===== src/rtl/pipeline_ctrl_pkg.sv =====
// ---------------------------------------------------------------------------
// pipeline_ctrl_pkg : shared types and widths for the pipeline controller
// Rev 1.0
// ---------------------------------------------------------------------------
`default_nettype none

package pipeline_ctrl_pkg;

  localparam int REG_IDX_W = 5;
  localparam int CNT_W     = 32;
  localparam int WAIT_W    = 16;

  typedef enum logic [1:0] {
    ST_RUN   = 2'd0,
    ST_DWAIT = 2'd1,
    ST_HALT  = 2'd2
  } state_t;

endpackage

`default_nettype wire


===== src/rtl/pipeline_ctrl_hazard_detect.sv =====
// ---------------------------------------------------------------------------
// hazard_detect : combinational load-use comparator between ID and EX
// Rev 1.0
// ---------------------------------------------------------------------------
`default_nettype none

module hazard_detect
  import pipeline_ctrl_pkg::*;
(
  input  logic [REG_IDX_W-1:0] id_rs1,
  input  logic [REG_IDX_W-1:0] id_rs2,
  input  logic                 id_use_rs1,
  input  logic                 id_use_rs2,
  input  logic [REG_IDX_W-1:0] ex_rd,
  input  logic                 ex_mem_read,
  output logic                 lu
);

  // x0 is hardwired to zero, so a load targeting it never creates a hazard
  assign lu = ex_mem_read && (ex_rd != '0) &&
              ((id_use_rs1 && (id_rs1 == ex_rd)) ||
               (id_use_rs2 && (id_rs2 == ex_rd)));

endmodule

`default_nettype wire


===== src/rtl/pipeline_ctrl.sv =====
// ---------------------------------------------------------------------------
// pipeline_ctrl : stall/flush sequencing for the 5-stage RV32I pipeline
// Rev 1.0
// ---------------------------------------------------------------------------
`default_nettype none

module pipeline_ctrl
  import pipeline_ctrl_pkg::*;
#(
  parameter int DMEM_TIMEOUT = 255
) (
  input  logic                 clk,
  input  logic                 rst,
  input  logic [REG_IDX_W-1:0] id_rs1,
  input  logic [REG_IDX_W-1:0] id_rs2,
  input  logic                 id_use_rs1,
  input  logic                 id_use_rs2,
  input  logic [REG_IDX_W-1:0] ex_rd,
  input  logic                 ex_mem_read,
  input  logic                 ex_branch_taken,
  input  logic                 imem_ready,
  input  logic                 mem_req,
  input  logic                 mem_ready,
  output logic                 pc_en,
  output logic                 ifid_en,
  output logic                 idex_en,
  output logic                 exmem_en,
  output logic                 memwb_en,
  output logic                 ifid_flush,
  output logic                 idex_flush,
  output logic                 halted,
  output logic                 mem_timeout,
  output logic [CNT_W-1:0]     stall_cycles
);

  localparam logic [WAIT_W-1:0] WAIT_LAST = WAIT_W'(DMEM_TIMEOUT - 1);

  state_t              state_q, state_d;
  logic [WAIT_W-1:0]   wait_cnt_q, wait_cnt_d;
  logic [CNT_W-1:0]    stall_cycles_q, stall_cycles_d;
  logic                halted_q, halted_d;
  logic                mem_timeout_q, mem_timeout_d;
  logic                lu;
  logic                dw;

  hazard_detect u_hazard_detect (
    .id_rs1      (id_rs1),
    .id_rs2      (id_rs2),
    .id_use_rs1  (id_use_rs1),
    .id_use_rs2  (id_use_rs2),
    .ex_rd       (ex_rd),
    .ex_mem_read (ex_mem_read),
    .lu          (lu)
  );

  assign dw = mem_req && !mem_ready;

  // Priority mux: a frozen MEM stage outranks everything, then redirect, then hazards
  always_comb begin
    pc_en      = 1'b1;
    ifid_en    = 1'b1;
    idex_en    = 1'b1;
    exmem_en   = 1'b1;
    memwb_en   = 1'b1;
    ifid_flush = 1'b0;
    idex_flush = 1'b0;
    if ((state_q == ST_HALT) || dw) begin
      pc_en    = 1'b0;
      ifid_en  = 1'b0;
      idex_en  = 1'b0;
      exmem_en = 1'b0;
      memwb_en = 1'b0;
    end else if (ex_branch_taken) begin
      ifid_flush = 1'b1;
      idex_flush = 1'b1;
    end else if (lu) begin
      pc_en      = 1'b0;
      ifid_en    = 1'b0;
      idex_flush = 1'b1;
    end else if (!imem_ready) begin
      pc_en      = 1'b0;
      ifid_flush = 1'b1;
    end
  end

  always_comb begin
    state_d        = state_q;
    wait_cnt_d     = wait_cnt_q;
    halted_d       = halted_q;
    mem_timeout_d  = mem_timeout_q;
    stall_cycles_d = pc_en ? stall_cycles_q : stall_cycles_q + 1'b1;
    case (state_q)
      ST_RUN: begin
        wait_cnt_d = '0;
        if (dw) begin
          state_d = ST_DWAIT;
        end
      end
      ST_DWAIT: begin
        if (!dw) begin
          state_d    = ST_RUN;
          wait_cnt_d = '0;
        end else begin
          wait_cnt_d = wait_cnt_q + 1'b1;
          if (wait_cnt_q == WAIT_LAST) begin
            state_d       = ST_HALT;
            halted_d      = 1'b1;
            mem_timeout_d = 1'b1;
          end
        end
      end
      ST_HALT: begin
        state_d = ST_HALT;
      end
      default: begin
        state_d = ST_RUN;
      end
    endcase
    if (!rst) begin
      state_d        = ST_RUN;
      wait_cnt_d     = '0;
      stall_cycles_d = '0;
      halted_d       = 1'b0;
      mem_timeout_d  = 1'b0;
    end
  end

  always_ff @(posedge clk) begin
    state_q        <= state_d;
    wait_cnt_q     <= wait_cnt_d;
    stall_cycles_q <= stall_cycles_d;
    halted_q       <= halted_d;
    mem_timeout_q  <= mem_timeout_d;
  end

  assign halted       = halted_q;
  assign mem_timeout  = mem_timeout_q;
  assign stall_cycles = stall_cycles_q;

endmodule

`default_nettype wire


===== config.mk =====
export PLATFORM = sky130hd
export DESIGN_NAME = pipeline_ctrl
export DESIGN_NICKNAME = d
export VERILOG_FILES = /design/src/rtl/pipeline_ctrl_pkg.sv /design/src/rtl/pipeline_ctrl_hazard_detect.sv /design/src/rtl/pipeline_ctrl.sv
export SDC_FILE = /design/constraint.sdc
export NUM_CORES = 1
export LEC_CHECK = 0
export CORE_MARGIN = 2
export CORE_UTILIZATION = 45
export DETAILED_ROUTE_END_ITERATION = 8
export PLACE_DENSITY = 0.79
export SLEW_MARGIN = 0
export SYNTH_ARGS = -nofsm -noshare
export SYNTH_HDL_FRONTEND = slang
export SYNTH_SLANG_ARGS = --single-unit

===== constraint.sdc =====
create_clock -name clk -period 1.77 [get_ports clk]
set_input_delay 0.2655 -clock clk [delete_from_list [all_inputs] [get_ports clk]]
set_output_delay 0.2655 -clock clk [all_outputs]
set_load 0.02 [all_outputs]

==> flow_summary_export.csv <==
group,metric,value,unit
place,dp_hpwl,5740,um
critical_path,cp-startpoint,"ex_rd[3]",
floorplan,dieArea,6830,um^2
synth,synthTopCellsByArea,"dfxtp_1, a21oi_1, or3_1",
timing,finalMaxSlewViolations,0,
flow_run,maxCapViolCount,0,
cts,cts_tree,"yes",
cells_and_area,fin_util,74.2,%
timing,rsz0062_at_grt,"true",
route,drt-wirelength-per-cell,18.7,um
synth,synth_area_per_cell,8.07,um^2
global_route,grt_max_degree,45,
timing,period_needed,1.96,ns
cts,cts_buffers,5,
cells_and_area,drive_gt1_share,37.6,%
route,viasPerCell,6.21,
synth,synth.top_cell.area_share,36.7,%
route,dr_total_vias,3320,
global_route,globalRouteTotalUtil,28.3,%
synth,yosysUniqueCellTypes,40,
pwr,p_per_area,575,nW/um^2
timing,tightestPinTransition,0.604,ns
timing,finalSetupViolCount,33,
global_route,grt_pass1_vias,3168,
timing,fin_skew,0.0159,ns
cells_and_area,final_area,4420,um^2
critical_path,r2r_end,"stall_cycles[7]",
cts,cts.path.max_buffers,2,
timing,worst_slack,-0.188,ns
critical_path,path_max_fanout,4,
pwr,sw_frac_of_total,24.4,%
critical_path,r2r_cells,5,
global_route,grt_pass1_wl,15000,um
timing,fmax,511,MHz
critical_path,arrival,1.69,ns
cells_and_area,area_growth_syn_to_layout,58.7,%
synth,ys.flop_type,"dfxtp_1",
place,place_ws,-0.912,ns
route,wl,10000,um
floorplan,die_y,82.7,um
critical_path,crit_path_end_kind,"primary output",
cts,clk_latency,0.32,ns
place,io_buffer_count,64,
synth,ys_seq_area_share,36.7,%
synth,async_reset_ff_share,0,%
hold_path,worstHoldPathType,"flop to flop",
place,placed_area,3840,um^2
cells_and_area,n_antenna_cell,0,
place,gp_congestion,0.815,
route,drtIter0Drc,279,
synth,syn_inst,345,
cells_and_area,seqCellArea,1050,um^2
route,ant_nets,0,
synth,synth_nets,372,
critical_path,crit_path_end,"pc_en",
synth,synth_edf_count,0,
cts,cts.sinks,51,
critical_path,r2r_start,"stall_cycles[3]",
outcome,violations,"negative setup slack",
synth,ys.warnings.count,0,
cells_and_area,n_fill_cell,400,
synth,ys_ff_latch,51,
synth,syn_area,2790,um^2
cts,htree_levels,2,
cts,clk_pin_slew,0.09,ns
floorplan,core_area,5960,um^2
cts,cts_hold_repair.buffers,0,
route,first_pass_iters,5,
critical_path,start_kind,"primary input",
floorplan,initial_core_util,46.8,%
cells_and_area,final_nets,486,
pwr,ir_drop,0.347,mV
pwr,p_int,1.92,mW
critical_path,worstSetupPathType,"primary input to primary output",
pwr,pwr-share-seq,45.7,%
pwr,p_switching,621,uW
global_route,antenna_found_initial,0,
outcome,status,"finished with violations",
synth,yosysTopAreaCell,"dfxtp_1",
pwr,p_clk_share,38.5,%
floorplan,ios,65,
hold_path,min_from,"stall_cycles[31]",
global_route,overflow,0,
timing,hold_viol,0,
route,drc,0,
floorplan,fp-row-count,28,
pwr,share_comb_of_total_power,15.8,%
pwr,cellLeakagePower,1.62,nW
cts,cts-root-buf,"clkbuf_8",
cells_and_area,multiInputGateArea,1930,um^2
critical_path,reg2reg_slack,-0.06,ns
timing,max_slew_margin,59.8,%
timing,holdWs,0.504,ns
timing,period_share,111,%
critical_path,crit_required,1.50,ns
floorplan,chipWidth,82.7,um
## critical path, stage by stage
cell and delay [ns]:
buf_8 0.10, or4_4 0.54, o21ai_4 0.17, nor2_4 0.07
a21oi_4 0.36, buf_6 0.18
## power groups by stage
stage | Sequential (mW) | Clock [mW] | Combinational [mW]
3_5_place_dp | 1.19 | 0 | 0.287
5_1_grt | 1.16 | 1.03 | 0.420
4_1_cts | 1.16 | 0.968 | 0.387
3_3_place_gp | 1.19 | 0 | 0.281
6_report | 1.16 | 0.978 | 0.402
2_1_floorplan | 1.20 | 0 | 0.139
## Yosys cell counts (all sizes together), types with 3 or more instances
cell,n
clkbuf,9
nor2b,8
dfxtp,51
and3,16
a21oi,46
and2,4
nand3,19
xor2,4
o21ai,31
or3,25
xnor2,11
and4,7
o31ai,11
a21boi,3
ha,3
inv,3
buf,12
nand4,20
or4,12
nand2,17
nor2,21
## flip-flops by register name, indices dropped and copies added, names as in the netlist
signal and flops:
stall_cycles 32, wait_cnt_q 16, mem_timeout 1, state_q 2
## through the flow
step	setup TNS (ns)	total power, mW	cells
global route	-3.74	2.61	535
floorplan	-0.137	1.34	345
global placement	-29.77	1.47	517
CTS	-0.493	2.52	536
detailed placement	-33.84	1.48	517
finish	-2.28	2.54	535
## cells by family (layout without fill, tap and decap cells)
group	after synthesis	count (layout)	synth area share, %
flops	51	51	36.7
buf+inv	25	140	5.53
mux	1	1	0.359
fa+ha+maj	3	3	1.35
simple gates	157	157	32.5
compound gates	93	93	18.9
xor+xnor	15	15	4.72
## repair_timing
action	CTS	global route
cloned	2	0
pin swaps	57	17
gates resized for setup	133	56
endpoints found under the setup margin	49	46
setup buffers	9	2
## metal layers
metal	vias to the layer above	share of wire [%]	global-route usage (%)
li1	1514	-	-
met1	1576	40	35.1
met4	0	3.4	11.8
met2	176	50	47.8
met5	-	0	0
met3	54	6.2	5.65
## cell type report
type                    count  share of cell area, %
clock buffers               6                   1.64
clock inverters             2                   1.36
inverters                   4                  0.340
multi-input cells         269                   43.8
flip-flops and latches     51                   23.7
well taps                  75                   2.12
repair buffers            128                   27.0
## layout by cell type, fill, tap and decap left out, types with 5 or more instances in the layout
master / instances
a21oi_1: 29
a21oi_2: 16
and3_1: 11
and3_4: 5
and4_1: 5
buf_2: 9
buf_4: 48
buf_6: 15
clkbuf_8: 5
clkdlybuf4s50_1: 37
dfxtp_1: 35
dfxtp_2: 13
dlygate4sd2_1: 8
nand2_1: 13
nand3_1: 18
nand4_1: 20
nor2_1: 18
o21ai_0: 16
o21ai_1: 10
o31ai_1: 9
or3_1: 21
or4_4: 8
xnor2_2: 7
## how the worst min path moves through the flow
stage          depth (start not counted)          endpoint
3_5_place_dp                           2  stall_cycles[17]
4_1_cts                                2  stall_cycles[17]
5_1_grt                                2       mem_timeout
6_report                               2  stall_cycles[31]
3_3_place_gp                           2     wait_cnt_q[5]
2_1_floorplan                          1        state_q[0]
(Power assumes the default switching activity.)
==> RTL edit 1: new RTL, same settings <==
`CNT_W`: 32 -> 48.
--- a/src/rtl/pipeline_ctrl_pkg.sv
+++ b/src/rtl/pipeline_ctrl_pkg.sv
@@ -7,7 +7,7 @@
 package pipeline_ctrl_pkg;
 
   localparam int REG_IDX_W = 5;
-  localparam int CNT_W     = 32;
+  localparam int CNT_W     = 48;
   localparam int WAIT_W    = 16;
 
   typedef enum logic [1:0] {
Ports: changed (resized stall_cycles); port bits go from 65 to 81. The function was not compared with the original's and may differ.
==> RTL edit 1 against the original RTL <==
The run still ends with setup timing left; power increased by 32%; wire length up 60%; design area grew 46%; first-iteration DRC count increased by 130%; sequential cell count is 16 higher; non-clock buffer count increased by 87; count of clock-buffer cells in the layout grew 3; synthesized area up 31%; worst setup slack worse by 0.18 ns; fmax shrank 8.5%; synthesized cell count up 30%; worst hold slack lost 0.044 ns; critical path type is now reg -> reg; critical endpoint is now stall_cycles[46]$_SDFFE_PN0N_; highest routed layer unchanged.
==> RTL edit 1: results (changes against the original RTL) <==
- Layout Nets: 673 (+38%)
- WL met1: 5850 µm (+47%)
- Peak supply drop: 0.000402 V (+16%)
- CP max-delay cell: or3_1
- Count of final setup violators: 52 (+58%)
- Global Route met3 Usage: 8.43% (+2.8 points)
- Port Buf Inserts: 80 (+25%)
- Pleak: 0.00261 µW (+61%)
- Synth top cells by count: dfxtp_1, a21oi_1, nand2_1, nand3_1, nor2_1
- Register bit total from synthesis: 67 (+31%)
- First-pass GRT wire length: 22,800 µm (+53%)
- Syn_nets: 476 (+28%)
- Area growth from synthesis to layout: 76.6%
- Largest cells by area after synthesis: dfxtp_1, a21oi_1, or4_1
- Sequential cell area share: 21.8% (-1.9 points)
- Inverters: 7 (+3)
- Multi-input combinational area share: 40.9% (-2.9 points)
- Met1 GRT Util: 36.5% (+1.4 points)
- H-tree levels: 3 (+1)
- Max incr delay on CP: 0.39 ns (-0.15 ns)
- # clk buffers: 9 (+3)
- Crit. Startpoint: stall_cycles[0]$_SDFFE_PN0N_
- Clock network area share: 2.83% (-0.17 points)
- Setup Skew: 0.0171 ns (+0.00118 ns)
- Hold path startpoint: mem_timeout$_SDFFE_PN0P_
- Total GRT Usage: 32.8% (+4.5 points)
- Clock Power Share: 38.4% (about the same)
- DR iter-0 viols: 633 (+130%)
- Largest net degree at the start of global routing: 44 (-2.2%)
- Cell count after placement: 692 (+34%)
- Met2 WL: 7590 µm (+50%)
- Hold_ws: 0.460 ns (-0.0435 ns)
- RePlAce Congestion: 0.841 (+3.2%)
- Critical Path Fanout Max: 3 (-1)
- HPWL after DPL: 7730 µm (+35%)
- Status: finished, violations left
- Met2 GRT Util: 55.4% (+7.6 points)
- Routed length per instance: 21.2 µm (+13%)
- Final wirelength: 16,000 µm (+60%)
- Setup WS post-layout: -0.371 ns (-0.183 ns)
- Failing checks: setup timing
- Vias in the first global route: 4,761 (+50%)
- Path depth of the worst reg2reg path: 8 (+3)
- Dpl ws: -0.965 ns (-0.0529 ns)
## RTL edit 1: changes by cell type after synthesis, sizes merged, moves of 9 or more
cell,unedited run,this run
a21oi,46,60
dfxtp,51,67
nand2,17,29
nand3,19,28
o31ai,11,24
or4,12,27
## RTL edit 1: tightest hold or removal path, cell delays in order, from the launching register on
cell,delay (ns)
dfxtp_1,0.32
inv_1,0.05
a21oi_1,0.05
## RTL edit 1: what timing repair did
item,CTS,global route
hold buffers,0,0
buffers inserted,25,17
resized for setup,169,82
gates cloned,6,1
pin swaps,79,53
endpoints found under the setup margin,55,68
endpoints found under the hold margin,0,0
## RTL edit 1: cells by family (layout without fill, tap and decap cells)
kind of cell / Yosys count / count (layout) / share of synthesized area (%)
compound gates: 128 / 128 / 20.6
xor+xnor: 11 / 11 / 2.64
fa+ha+maj: 3 / 3 / 1.03
buf+inv: 36 / 238 / 5.80
flops: 67 / 67 / 36.8
mux: 2 / 2 / 0.549
simple gates: 202 / 202 / 32.6
==> RTL edit 2: new RTL, same flow settings <==
Made on the original files. The 3 states of `state_t` get a one-hot encoding in 3 bits.
--- a/src/rtl/pipeline_ctrl_pkg.sv
+++ b/src/rtl/pipeline_ctrl_pkg.sv
@@ -10,10 +10,10 @@
   localparam int CNT_W     = 32;
   localparam int WAIT_W    = 16;
 
-  typedef enum logic [1:0] {
-    ST_RUN   = 2'd0,
-    ST_DWAIT = 2'd1,
-    ST_HALT  = 2'd2
+  typedef enum logic [2:0] {
+    ST_RUN   = 3'b001,
+    ST_DWAIT = 3'b010,
+    ST_HALT  = 3'b100
   } state_t;
 
 endpackage
Formal check against the unedited RTL: same outputs for any inputs over 10 cycles, from zero or initial values and one cycle with rst low; not proved beyond that.
==> RTL edit 2 against the original RTL <==
The run still ends with setup timing left; combinational power down 8.0%; sequential cell count up 1; via count down 3.8%; global-route usage down 5.9 points; wire length down 16%; design area down 0.28%; clock power down 13%; synthesized area up 3.7%; die area up 3.6%; worst setup slack better by 0.062 ns; power down 6.3%; critical endpoint is now stall_cycles[28]$_SDFFE_PN0N_; largest cell class unchanged; largest power group unchanged; highest routed layer unchanged.
==> RTL edit 2: results (changes against the original RTL) <==
- P_sw: 609 µW (-1.8%)
- Critical Path Fanout Max: 5 (+1)
- Max incr delay on CP: 0.36 ns (-0.18 ns)
- Peak supply drop: 0.000569 V (+64%)
- Placed cell area: 4020 µm² (+4.6%)
- Vias post-DR: 3,195 (-3.8%)
- Failing checks: setup timing
- Distinct cells, synth: 57 (+43%)
- Global Route met3 Usage: 3.56% (-2.1 points)
- Final wirelength: 8390 µm (-16%)
- Largest net degree at the start of global routing: 50 (+11%)
- Setup Skew: 0.0142 ns (-0.00169 ns)
- Initial Util: 46.0% (-0.74 points)
- Pleak: 0.00162 µW (-0.40%)
- Met2 GRT Util: 40.5% (-7.3 points)
- DR WL met3: 316 µm (-49%)
- First-pass GRT wire length: 13,300 µm (-11%)
- Setup WS post-layout: -0.126 ns (+0.0622 ns)
- Worst-Margin Slew: 0.319 ns (-0.285 ns)
- RePlAce Congestion: 0.858 (+5.3%)
- Sequential area share after synthesis: 36.0% (-0.62 points)
- Layout Nets: 499 (+2.7%)
- Synth top cells by count: dfxtp_1, a21oi_1, nand2_1, o21ai_0
- Drt pass-1 iters: 4 (-1)
- Count of final setup violators: 22 (-33%)
- CP Data Arrival Time: 2.15 ns (+0.46 ns)
- Status: finished, violations left
- Share of cells above drive strength 1: 30.7% (-7.0 points)
- CTS Sinks: 52 (+2.0%)
- WL met1: 3520 µm (-12%)
- Total GRT Usage: 22.4% (-5.9 points)
RTL edit 2: changes by cell type after synthesis, moves of 6 or more:
cell,delta
o21ai_1,-6
nor2b_1,-6
and3_1,-7
nand2_1,+12
or3_1,-6
nand4_1,-9
RTL edit 2: layout make-up:
type	count	area share (%)
timing repair buffer	129	27.4
sequential	52	24.8
clock inverter	2	0.880
tap	77	2.19
multi-input combinational	277	42.5
clock buffer	6	1.65
inverter	7	0.596
RTL edit 2: tightest hold or removal path: stages:
cell and delay (ns):
dlymetal6s2s_1 0.13, nor3b_2 0.07, and3_1 0.16
RTL edit 2: worst paths after layout:
| check | start | endpoint | slack, ns | cells past startpoint |
|---|---|---|---|---|
| setup / recovery | stall_cycles[19]$_SDFFE_PN0N_ | stall_cycles[28]$_SDFFE_PN0N_ | -0.13 | 7 |
| hold / removal | mem_ready | state_q[1]$_SDFFE_PN0P_ | 0.35 | 3 |
| setup reg to reg | stall_cycles[19]$_SDFFE_PN0N_ | stall_cycles[28]$_SDFFE_PN0N_ | -0.13 | 7 |
| hold reg to reg | wait_cnt_q[3]$_SDFFE_PN0P_ | wait_cnt_q[3]$_SDFFE_PN0P_ | 0.48 | 1 |
RTL edit 2: what timing repair did:
| action | in CTS | in global routing |
|---|---|---|
| buffers inserted | 5 | 5 |
| gates resized for setup | 97 | 30 |
| pin swaps | 31 | 22 |
| endpoints found under the setup margin | 39 | 44 |
| cloned | 0 | 3 |
RTL edit 2: through the flow:
| stage | cells | power [µW] | setup TNS [ns] | setup slack (ns) | util (%) |
|---|---|---|---|---|---|
| 5_1_grt | 550 | 2460 | -3.44 | -0.227 | 70.2 |
| 2_1_floorplan | 355 | 1360 | -0.366 | -0.0770 | - |
| 4_1_cts | 542 | 2350 | -0.644 | -0.153 | 67.7 |
| 3_5_place_dp | 531 | 1500 | -29.11 | -0.962 | 64.0 |
| 6_report | 550 | 2380 | -1.54 | -0.126 | 70.2 |
| 3_3_place_gp | 531 | 1490 | -24.69 | -0.868 | 64.0 |
RTL edit 2: cell families after synthesis:
| kind of cell | share of synthesized area [%] |
|---|---|
| adder cells (fa/ha/maj) | 1.30 |
| flip-flops | 36.0 |
| AND/OR/NAND/NOR | 31.1 |
| XOR/XNOR | 3.33 |
| buffers and inverters | 5.24 |
| multiplexers | 0.346 |
| AO/OA/AOI/OAI | 22.7 |
RTL edit 2: power groups by stage:
stage                     logic [µW]  registers, µW  clock network, µW
after floorplan                  152           1210                  0
after global placement           299           1190                  0
after detailed placement         306           1190                  0
after CTS                        321           1170                864
after global routing             392           1170                900
final                            370           1170                846
